[config.mk]
export PLATFORM = sky130hd
export DESIGN_NAME = onehot_decoder_pipe
export DESIGN_NICKNAME = d
export VERILOG_FILES = /design/src/rtl/onehot_decoder_pipe.sv
export SDC_FILE = /design/constraint.sdc
export NUM_CORES = 1
export LEC_CHECK = 0
export CORE_MARGIN = 1.5
export CORE_UTILIZATION = 45
export CTS_CLUSTER_DIAMETER = 100
export CTS_CLUSTER_SIZE = 25
export DETAILED_ROUTE_END_ITERATION = 6
export GPL_TIMING_DRIVEN = 0
export MAX_ROUTING_LAYER = met4
export PLACE_DENSITY = 0.74
export SYNTH_ARGS = -nofsm -noshare
export SYNTH_HDL_FRONTEND = slang
export SYNTH_SLANG_ARGS = --single-unit
[constraint.sdc]
create_clock -name clk -period 6.83 [get_ports clk]
set_input_delay 1.0245 -clock clk [delete_from_list [all_inputs] [get_ports clk]]
set_output_delay 1.0245 -clock clk [all_outputs]
set_load 0.05 [all_outputs]
[src/rtl/onehot_decoder_pipe.sv]
// Buffered 3-to-8 decoder: a small FIFO of {none, code} entries whose head is
// presented as a one-hot vector and a thermometer mask over valid/ready.
module onehot_decoder_pipe #(
  parameter int DEPTH = 4
) (
  input  logic       clk,
  input  logic       rst,
  input  logic       in_valid,
  output logic       in_ready,
  input  logic [2:0] in_code,
  input  logic       in_none,
  output logic       out_valid,
  input  logic       out_ready,
  output logic [7:0] out_onehot,
  output logic [7:0] out_therm,
  output logic       out_none,
  output logic [3:0] level,
  output logic [7:0] total
);

  localparam int AW = (DEPTH > 1) ? $clog2(DEPTH) : 1;

  logic [3:0]    mem [DEPTH];
  logic [AW-1:0] wr_ptr_reg, wr_ptr_next;
  logic [AW-1:0] rd_ptr_reg, rd_ptr_next;
  logic [3:0]    level_reg, level_next;
  logic [7:0]    total_reg, total_next;
  logic          push, pop;
  logic [3:0]    head;
  logic [2:0]    head_code;
  logic          head_none;

  // No bypass: readiness depends only on the registered level.
  assign in_ready  = (level_reg < 4'(DEPTH));
  assign out_valid = (level_reg != 4'd0);
  assign push      = in_valid && in_ready;
  assign pop       = out_valid && out_ready;

  always_comb begin
    wr_ptr_next = wr_ptr_reg;
    rd_ptr_next = rd_ptr_reg;
    level_next  = level_reg;
    total_next  = total_reg;
    if (push) begin
      wr_ptr_next = wr_ptr_reg + AW'(1);
    end
    if (pop) begin
      rd_ptr_next = rd_ptr_reg + AW'(1);
      total_next  = total_reg + 8'd1;
    end
    if (push && !pop) begin
      level_next = level_reg + 4'd1;
    end else if (pop && !push) begin
      level_next = level_reg - 4'd1;
    end
  end

  always_ff @(posedge clk) begin
    if (rst) begin
      wr_ptr_reg <= '0;
      rd_ptr_reg <= '0;
      level_reg  <= '0;
      total_reg  <= '0;
    end else begin
      wr_ptr_reg <= wr_ptr_next;
      rd_ptr_reg <= rd_ptr_next;
      level_reg  <= level_next;
      total_reg  <= total_next;
    end
  end

  // Storage is left uncleared on reset; stale entries are unreachable once level is 0.
  always_ff @(posedge clk) begin
    if (!rst && push) begin
      mem[wr_ptr_reg] <= {in_none, (in_none ? 3'd0 : in_code)};
    end
  end

  assign head      = mem[rd_ptr_reg];
  assign head_none = head[3];
  assign head_code = head[2:0];

  genvar gi;
  generate
    for (gi = 0; gi < 8; gi++) begin : g_decode
      assign out_onehot[gi] = out_valid && !head_none && (head_code == 3'(gi));
      assign out_therm[gi]  = out_valid && !head_none && (3'(gi) <= head_code);
    end
  endgenerate

  assign out_none = out_valid && head_none;
  assign level    = level_reg;
  assign total    = total_reg;

endmodule

==> flow_metrics.env, run 1 <==
export IMPL_synth_top_area_cell="edfxtp_1"
export IMPL_fin_area_sq_um=2140
export IMPL_timing_setup_tns_ns=0
export IMPL_p_sw_uw=446
export IMPL_status="finished, final reports clean"
export IMPL_dp_slack_ns=3.26
export IMPL_leakage_nw=0.782
export IMPL_ys_warn_count=0
export IMPL_fp_dieArea_sq_um=3930
export IMPL_p_per_area_nw_per_um2=468
export IMPL_worst_slack_ns=2.91
export IMPL_drv_slew=0
export IMPL_ir_drop_mv=0.378
export IMPL_hold_viol=0
export IMPL_drc=0
export IMPL_drtAntennaViolNets=0
export IMPL_die_h_um=62.7
export IMPL_comb_power_share=0.531
export IMPL_wl_per_cell_um=12.8
export IMPL_grtUsageTotal=0.176
export IMPL_htreeDepth=2
export IMPL_crit_path_cell_trace="nor4_1, nor2_2, nand2_1, nor2_1, buf_4, clkdlybuf4s50_1"
export IMPL_cts_tree="yes"
export IMPL_io_pin_count=39
export IMPL_vias=1208
export IMPL_fin_crit_ns=3.92
export IMPL_largest_reg_flops=16
export IMPL_post_cts_buffers=0
export IMPL_grt_max_degree=13
export IMPL_antenna_found_initial=0
export IMPL_area_growth_pct=33.3
export IMPL_max_cap_violations=0
export IMPL_num_rows=21
export IMPL_ys_top_cells_by_area="edfxtp_1, dfxtp_1, nor2_1"
export IMPL_synth_cells=148
export IMPL_fin_skew_ns=0.00970
export IMPL_hold_path_cell_count=2
export IMPL_cpLargestDelayFamily="simple AND/OR/NAND/NOR gates"
export IMPL_cts_sinks=34
export IMPL_critical_path_class="reg -> out"
export IMPL_final_common_cell="clkdlybuf4s50_1"
export IMPL_clk_latency_ns=0.34
export IMPL_core_area_sq_um=3390
export IMPL_grt_pass1_vias=1211
export IMPL_initial_core_util=0.474
export IMPL_worst_path_max_fanout=6
export IMPL_fmax_mhz=255
export IMPL_rsz0062_at_grt="false"
export IMPL_cts_hold_buf=0
export IMPL_synth_area_per_cell_sq_um=10.8
export IMPL_wl_um=3070
export IMPL_viasPerCell=5.05
export IMPL_clk_path_buf_depth=2
export IMPL_final_cell_mix="clkdlybuf4s50_1, nor2_1, dfxtp_1"
export IMPL_syn_nets=165
export IMPL_cts_root_buffer="clkbuf_4"
export IMPL_p_seq_frac=0.284
export IMPL_synth_top_area_frac=0.299
export IMPL_grt_pass1_wl_um=5170
export IMPL_slew_headroom=0.320
export IMPL_path_depth=6
export IMPL_finalNetCount=209
export IMPL_firstDrtPassIters=4
export IMPL_drive_gt1_frac=0.0881
export IMPL_switching_share=0.445
export IMPL_crit_arrival_ns=2.90
export IMPL_synth_seq_cells=34
export IMPL_r2r_slack_ns=4.07
export IMPL_fp_dieW_um=62.7
export IMPL_critPathRequiredTime_ns=5.81
export IMPL_reg2reg_depth=10
export IMPL_place_hpwl_um=2380
export IMPL_synthDistinctLibCells=31
export IMPL_pwr_share_clk=0.185
export IMPL_period_share=0.574
export IMPL_portBuffers=37
export IMPL_clkTransAtPathRegs_ns=0.10
export IMPL_crit_path_max_incr_delay_ns=0.89
export IMPL_first_iter_violations=17
export IMPL_holdWs_ns=0.511
export IMPL_placed_area_sq_um=2030
export IMPL_cts_resized_gates=0
export IMPL_tightestPinTransition_ns=1.01
export IMPL_antennaDiodeCount=0
export IMPL_crit_buf_inv=2
export IMPL_grt_overflow=0
export IMPL_syn_cell_area_sq_um=1610
export IMPL_crit_path_end_kind="output port"
export IMPL_gp_congestion=0.745
export IMPL_cp_start_kind="register"
export IMPL_finalSetupViolations=0
export IMPL_ys_seq_area_frac=0.524
export IMPL_critPathSlowestCell="nor4_1"
export IMPL_cts_made_buffers=5
export IMPL_intPower_uw=555
export IMPL_hold_class="reg -> reg"
synth_stat cells:
master     n
a211oi_1   1
a21oi_1    5
a31oi_1    1
and2_1     4
and3_1     2
buf_4      2
clkbuf_1   3
dfxtp_1   18
edfxtp_1  16
fa_1       1
ha_1       8
inv_1      9
mux2_2     1
mux2i_1    1
mux4_2     4
nand2_1    9
nand2b_1   2
nand3_1    3
nand4_1    3
nor2_1    27
nor2_2     1
nor2b_1    5
nor3_1     3
nor4_1     2
o21a_1     1
o31a_1     1
o41a_1     1
or2_1      1
or3_4      1
xnor2_1    7
xor2_1     5
logic make-up (layout without fill, tap and decap cells):
| family | Yosys count | in the layout | synth area share |
|---|---|---|---|
| and+or+nand+nor | 63 | 63 | 0.188 |
| DFF | 34 | 34 | 0.524 |
| buffers and inverters | 14 | 59 | 0.0374 |
| xor gates and xnor gates | 12 | 12 | 0.0655 |
| AOI/OAI and AO/OA | 10 | 10 | 0.0413 |
| adders and majority gates | 9 | 9 | 0.0748 |
| muxes | 6 | 6 | 0.0694 |
layer usage:
metal | up-vias | part of all wire | global-route usage
met2 | 44 | 0.54 | 0.310
met5 | - | 0 | -
met4 | 0 | 0.018 | 0.0667
li1 | 594 | - | -
met3 | 9 | 0.060 | 0.0631
met1 | 561 | 0.39 | 0.178
final cells by class:
cell class,instances,area [sq um]
Fill cell,279,1250
Sequential cell,34,841
Multi-Input combinational cell,100,704
Timing Repair Buffer,37,370
Clock inverter,3,68.8
Tap cell,46,57.6
Clock buffer,5,37.5
Inverter,9,33.8
Buffer,5,26.3
worst register-to-register path, delay by kind of cell, from the launching register on:
kind            cells  cell delay, ns
compound gates      4            0.96
fa+ha+maj           2            0.53
buf+inv             3            0.41
flops               1            0.40
mux                 1            0.36
final timing paths:
| path | start | endpoint |
|---|---|---|
| setup / recovery | level[0] | out_therm[7] |
| hold reg to reg | wr_ptr_reg[1] | wr_ptr_reg[1] |
| setup reg to reg | level[0] | level[3] |
| hold / removal | wr_ptr_reg[1] | wr_ptr_reg[1] |
metrics by stage:
stage               power (mW)  utilization  cells
floorplan                0.670            -    148
global placement         0.804        0.600    231
detailed placement       0.823        0.600    231
CTS                       1.01        0.631    239
global route              1.06        0.631    239
finish                    1.00        0.631    239
power by group through the flow:
stage	combinational [mW]	sequential (mW)	clock (mW)
after floorplan	0.346	0.324	0
after global placement	0.517	0.287	0
after detailed placement	0.533	0.290	0
after CTS	0.536	0.286	0.189
after global routing	0.568	0.291	0.198
final	0.532	0.284	0.185
Power figures use the tool's default switching activity.
==> run 2, diff against run 1 <==
--- a/config.mk
+++ b/config.mk
@@ -6,13 +6,13 @@
 export NUM_CORES = 1
 export LEC_CHECK = 0
 export CORE_MARGIN = 1.5
-export CORE_UTILIZATION = 45
+export CORE_UTILIZATION = 44
 export CTS_CLUSTER_DIAMETER = 100
 export CTS_CLUSTER_SIZE = 25
 export DETAILED_ROUTE_END_ITERATION = 6
 export GPL_TIMING_DRIVEN = 0
 export MAX_ROUTING_LAYER = met4
-export PLACE_DENSITY = 0.74
+export PLACE_DENSITY = 0.75
 export SYNTH_ARGS = -nofsm -noshare
 export SYNTH_HDL_FRONTEND = slang
 export SYNTH_SLANG_ARGS = --single-unit
==> constraint.sdc (replaced) <==
create_clock -name clk -period 3.2 [get_ports clk]
set_input_delay 0.48 -clock clk [delete_from_list [all_inputs] [get_ports clk]]
set_output_delay 0.48 -clock clk [all_outputs]
set_load 0.05 [all_outputs]
==> flow_metrics.env, run 2 (synthesis gave the netlist of run 1 again) <==
export IMPL_place_hpwl_um=2240
export IMPL_rsz0062_at_grt="false"
export IMPL_p_per_area_nw_per_um2=964
export IMPL_max_cap_violations=0
export IMPL_fin_crit_ns=2.99
export IMPL_portBuffers=37
export IMPL_power_total_mw=2.05
export IMPL_utilization=0.622
export IMPL_grt_pass1_vias=1200
export IMPL_reg2reg_depth=10
export IMPL_viasPerCell=5.01
export IMPL_critPathRequiredTime_ns=2.72
export IMPL_die_h_um=63.4
export IMPL_status="finished, final reports clean"
export IMPL_worst_slack_ns=0.215
export IMPL_num_rows=21
export IMPL_fp_dieW_um=63.4
export IMPL_wl_um=3130
export IMPL_ir_drop_mv=0.548
export IMPL_cts_resized_gates=10
export IMPL_area_growth_pct=32.4
export IMPL_clk_path_buf_depth=2
export IMPL_grtUsageTotal=0.173
export IMPL_core_area_sq_um=3420
export IMPL_fp_dieArea_sq_um=4020
export IMPL_drive_gt1_frac=0.0984
export IMPL_dp_slack_ns=0.172
export IMPL_finalNetCount=209
export IMPL_hold_viol=0
export IMPL_placed_area_sq_um=2040
export IMPL_r2r_slack_ns=0.39
export IMPL_post_cts_buffers=0
export IMPL_fin_cells=239
export IMPL_io_pin_count=39
export IMPL_final_cell_mix="nor2_1, clkdlybuf4s50_1, dfxtp_1"
export IMPL_wl_per_cell_um=13.1
export IMPL_period_share=0.933
export IMPL_cts_made_buffers=5
export IMPL_grt_max_degree=13
export IMPL_cts_sinks=34
export IMPL_vias=1198
export IMPL_antenna_found_initial=0
export IMPL_leakage_nw=0.886
export IMPL_largest_reg_flops=16
export IMPL_crit_arrival_ns=2.51
export IMPL_fin_skew_ns=0.0135
export IMPL_crit_path_end_kind="output port"
export IMPL_worstHoldEndpoint="wr_ptr_reg[1]"
export IMPL_slew_headroom=0.540
export IMPL_cp_start_kind="register"
export IMPL_htreeDepth=2
export IMPL_fillerInstances=303
export IMPL_fin_area_sq_um=2130
export IMPL_grt_pass1_wl_um=5270
export IMPL_clk_latency_ns=0.33
export IMPL_gp_congestion=0.779
export IMPL_hold_path_cell_count=2
export IMPL_final_common_cell="nor2_1"
export IMPL_holdWs_ns=0.510
export IMPL_min_delay_start="wr_ptr_reg[1]"
export IMPL_worst_path_max_fanout=6
export IMPL_reg2reg_to="level[3]"
export IMPL_clkTransAtPathRegs_ns=0.12
export IMPL_critical_path_class="reg -> out"
export IMPL_fmax_mhz=335
export IMPL_drv_slew=0
export IMPL_antennaDiodeCount=0
export IMPL_drc=0
export IMPL_drtAntennaViolNets=0
export IMPL_timing_setup_tns_ns=0
export IMPL_first_iter_violations=53
export IMPL_cts_root_buffer="clkbuf_4"
export IMPL_r2r_start="level[0]"
export IMPL_cts_tree="yes"
export IMPL_placed_cells=231
export IMPL_tightestPinTransition_ns=0.684
export IMPL_hold_class="reg -> reg"
export IMPL_grt_overflow=0
export IMPL_finalSetupViolations=0
export IMPL_initial_core_util=0.470
export IMPL_firstDrtPassIters=4
export IMPL_cts_hold_buf=0
[run 2: where the power goes]
group | internal [mW] | switching, mW | total, mW | leakage, nW
combinational | 0.399 | 0.725 | 1.12 | 0.555
clock | 0.164 | 0.150 | 0.314 | 0.0374
sequential | 0.528 | 0.0831 | 0.611 | 0.294
total | 1.09 | 0.958 | 2.05 | 0.886
[run 2: layout make-up]
cell class / instances / area (sq um) / share of cell area
buffer: 5 / 26.3 / 0.0124
clock buffer: 5 / 37.5 / 0.0177
clock inverter: 3 / 45.0 / 0.0212
inverter: 9 / 33.8 / 0.0159
multi-input combinational: 100 / 713 / 0.335
sequential: 34 / 841 / 0.396
tap: 46 / 57.6 / 0.0271
timing repair buffer: 37 / 372 / 0.175
[run 2: critical path, stage by stage (launching register included)]
cell	delay (ns)
dfxtp_1	0.48
mux4_2	0.59
nor2_2	0.20
nand2_1	0.16
nor2_2	0.12
buf_4	0.11
dlygate4sd2_1	0.52
[run 2: routing by layer]
layer	global-route usage	up-vias	wire length, um
met4	0.0543	0	36
met1	0.201	561	1370
met3	0.0482	5	165
met5	-	-	0
met2	0.289	40	1560
li1	-	592	-
[run 2: worst max-delay path by stage]
stage,to,slack (ns),start
2_1_floorplan,level[3],0.15,level[2]
3_3_place_gp,out_therm[7],0.28,level[0]
3_5_place_dp,out_therm[7],0.17,level[0]
4_1_cts,out_therm[4],0.04,register
5_1_grt,out_therm[7],0.007,register
6_report,out_therm[7],0.21,register
==> run 3, diff against run 2 <==
--- a/config.mk
+++ b/config.mk
@@ -5,14 +5,16 @@
 export SDC_FILE = /design/constraint.sdc
 export NUM_CORES = 1
 export LEC_CHECK = 0
+export CORE_ASPECT_RATIO = 0.8
 export CORE_MARGIN = 1.5
-export CORE_UTILIZATION = 44
+export CORE_UTILIZATION = 45
 export CTS_CLUSTER_DIAMETER = 100
 export CTS_CLUSTER_SIZE = 25
 export DETAILED_ROUTE_END_ITERATION = 6
 export GPL_TIMING_DRIVEN = 0
 export MAX_ROUTING_LAYER = met4
-export PLACE_DENSITY = 0.75
+export PLACE_DENSITY = 0.74
 export SYNTH_ARGS = -nofsm -noshare
 export SYNTH_HDL_FRONTEND = slang
 export SYNTH_SLANG_ARGS = --single-unit
+export TNS_END_PERCENT = 10
==> constraint.sdc (replaced) <==
create_clock -name clk -period 3 [get_ports clk]
set_input_delay 0.45 -clock clk [delete_from_list [all_inputs] [get_ports clk]]
set_output_delay 0.45 -clock clk [all_outputs]
set_load 0.05 [all_outputs]
==> flow_metrics.env, run 3 (synthesis gave the netlist of run 1 again) <==
export IMPL_status="finished, final reports clean"
export IMPL_final_common_cell="nor2_1"
export IMPL_crit_path_end_kind="output port"
export IMPL_cts_sinks=34
export IMPL_tightestPinTransition_ns=0.769
export IMPL_cts_made_buffers=5
export IMPL_clk_latency_ns=0.28
export IMPL_clkTransAtPathRegs_ns=0.06
export IMPL_num_rows=19
export IMPL_wl_um=2930
export IMPL_drc=0
export IMPL_p_sw_uw=998
export IMPL_htreeDepth=2
export IMPL_cts_hold_buf=0
export IMPL_drtAntennaViolNets=0
export IMPL_cts_root_buffer="clkbuf_8"
export IMPL_p_seq_frac=0.303
export IMPL_switching_share=0.465
export IMPL_core_area_sq_um=3420
export IMPL_grt_pass1_wl_um=5100
export IMPL_io_pin_count=39
export IMPL_initial_core_util=0.469
export IMPL_cts_tree="yes"
export IMPL_period_share=0.968
export IMPL_crit_arrival_ns=2.46
export IMPL_fp_dieW_um=69.8
export IMPL_grtUsageTotal=0.172
export IMPL_fin_area_sq_um=2110
export IMPL_largest_reg_flops=16
export IMPL_fin_crit_ns=2.91
export IMPL_cp_start_kind="register"
export IMPL_die_h_um=56.4
export IMPL_critical_path_class="reg -> out"
export IMPL_max_cap_violations=0
export IMPL_place_hpwl_um=2240
export IMPL_p_per_area_nw_per_um2=1020
export IMPL_finalNetCount=209
export IMPL_critPathRequiredTime_ns=2.55
export IMPL_antenna_found_initial=0
export IMPL_drv_slew=0
export IMPL_hold_class="reg -> reg"
export IMPL_holdWs_ns=0.502
export IMPL_grt_overflow=0
export IMPL_pwr_share_clk=0.153
export IMPL_wl_per_cell_um=12.5
export IMPL_portBuffers=37
export IMPL_hold_viol=0
export IMPL_leakage_nw=0.820
export IMPL_finalSetupViolations=0
export IMPL_clk_path_buf_depth=2
export IMPL_dp_slack_ns=0.0243
export IMPL_placed_area_sq_um=2030
export IMPL_gp_congestion=0.793
export IMPL_comb_power_share=0.545
export IMPL_intPower_mw=1.15
export IMPL_viasPerCell=4.96
export IMPL_fmax_mhz=344
export IMPL_grt_max_degree=11
export IMPL_fin_cells=235
export IMPL_area_growth_pct=31.2
export IMPL_firstDrtPassIters=4
export IMPL_first_iter_violations=26
export IMPL_rsz0062_at_grt="false"
export IMPL_vias=1165
export IMPL_fp_dieArea_sq_um=3940
export IMPL_fin_skew_ns=0.00455
export IMPL_placed_cells=227
export IMPL_worst_path_max_fanout=6
export IMPL_slew_headroom=0.482
export IMPL_final_cell_mix="nor2_1, clkdlybuf4s50_1, dfxtp_1"
export IMPL_drive_gt1_frac=0.0881
export IMPL_worst_slack_ns=0.0946
export IMPL_grt_pass1_vias=1110
export IMPL_ir_drop_mv=0.460
export IMPL_antennaDiodeCount=0
-- run 3: worst paths after layout --
path | from | end | slack (ns) | cells after the start
max reg2reg | level[0] | level[3] | 0.29 | 10
min reg2reg | wr_ptr_reg[1] | wr_ptr_reg[1] | 0.50 | 2
min | wr_ptr_reg[1] | wr_ptr_reg[1] | 0.50 | 2
max | register | out_therm[0] | 0.09 | 3
-- run 3: timing repair --
| item | in CTS | in global routing |
|---|---|---|
| setup buffers | 0 | 0 |
| gates cloned | 0 | 0 |
| gates resized for setup | 15 | 3 |
| pin swaps | 0 | 0 |
| setup endpoints to repair | 14 | 3 |
-- run 3: area by class of cell --
cell class / instances / area [sq um]
Fill cell: 292 / 1320
Inverter: 9 / 33.8
Sequential cell: 34 / 841
Clock inverter: 2 / 7.51
Multi-Input combinational cell: 100 / 707
Tap cell: 42 / 52.6
Timing Repair Buffer: 37 / 355
Buffer: 5 / 26.3
Clock buffer: 6 / 82.6
-- run 3: power groups by stage --
stage	clock network, mW	logic (mW)	registers, mW
floorplan	0	0.791	0.737
global placement	0	1.19	0.654
detailed placement	0	1.21	0.661
CTS	0.337	1.17	0.651
global route	0.357	1.26	0.663
finish	0.327	1.17	0.650
-- run 3: metal layers --
| layer | track usage | vias to the layer above | wire, um |
|---|---|---|---|
| li1 | - | 591 | - |
| met1 | 0.221 | 542 | 1380 |
| met2 | 0.265 | 30 | 1380 |
| met3 | 0.0485 | 2 | 149 |
| met4 | 0.0604 | 0 | 20 |
| met5 | - | - | 0 |
-- run 3: critical path, cell delays in order, from the launching register on --
cell             delay [ns]
dfxtp_1                0.51
mux4_2                 0.61
nor2_2                 0.22
clkdlybuf4s50_1        0.84
-- run 3: through the flow --
| stage | util | TNS, ns | power, mW |
|---|---|---|---|
| after global routing | 0.615 | 0 | 2.28 |
| after floorplan | - | -0.0542 | 1.53 |
| final | 0.615 | 0 | 2.15 |
| after global placement | 0.593 | 0 | 1.84 |
| after CTS | 0.614 | 0 | 2.16 |
| after detailed placement | 0.593 | 0 | 1.87 |
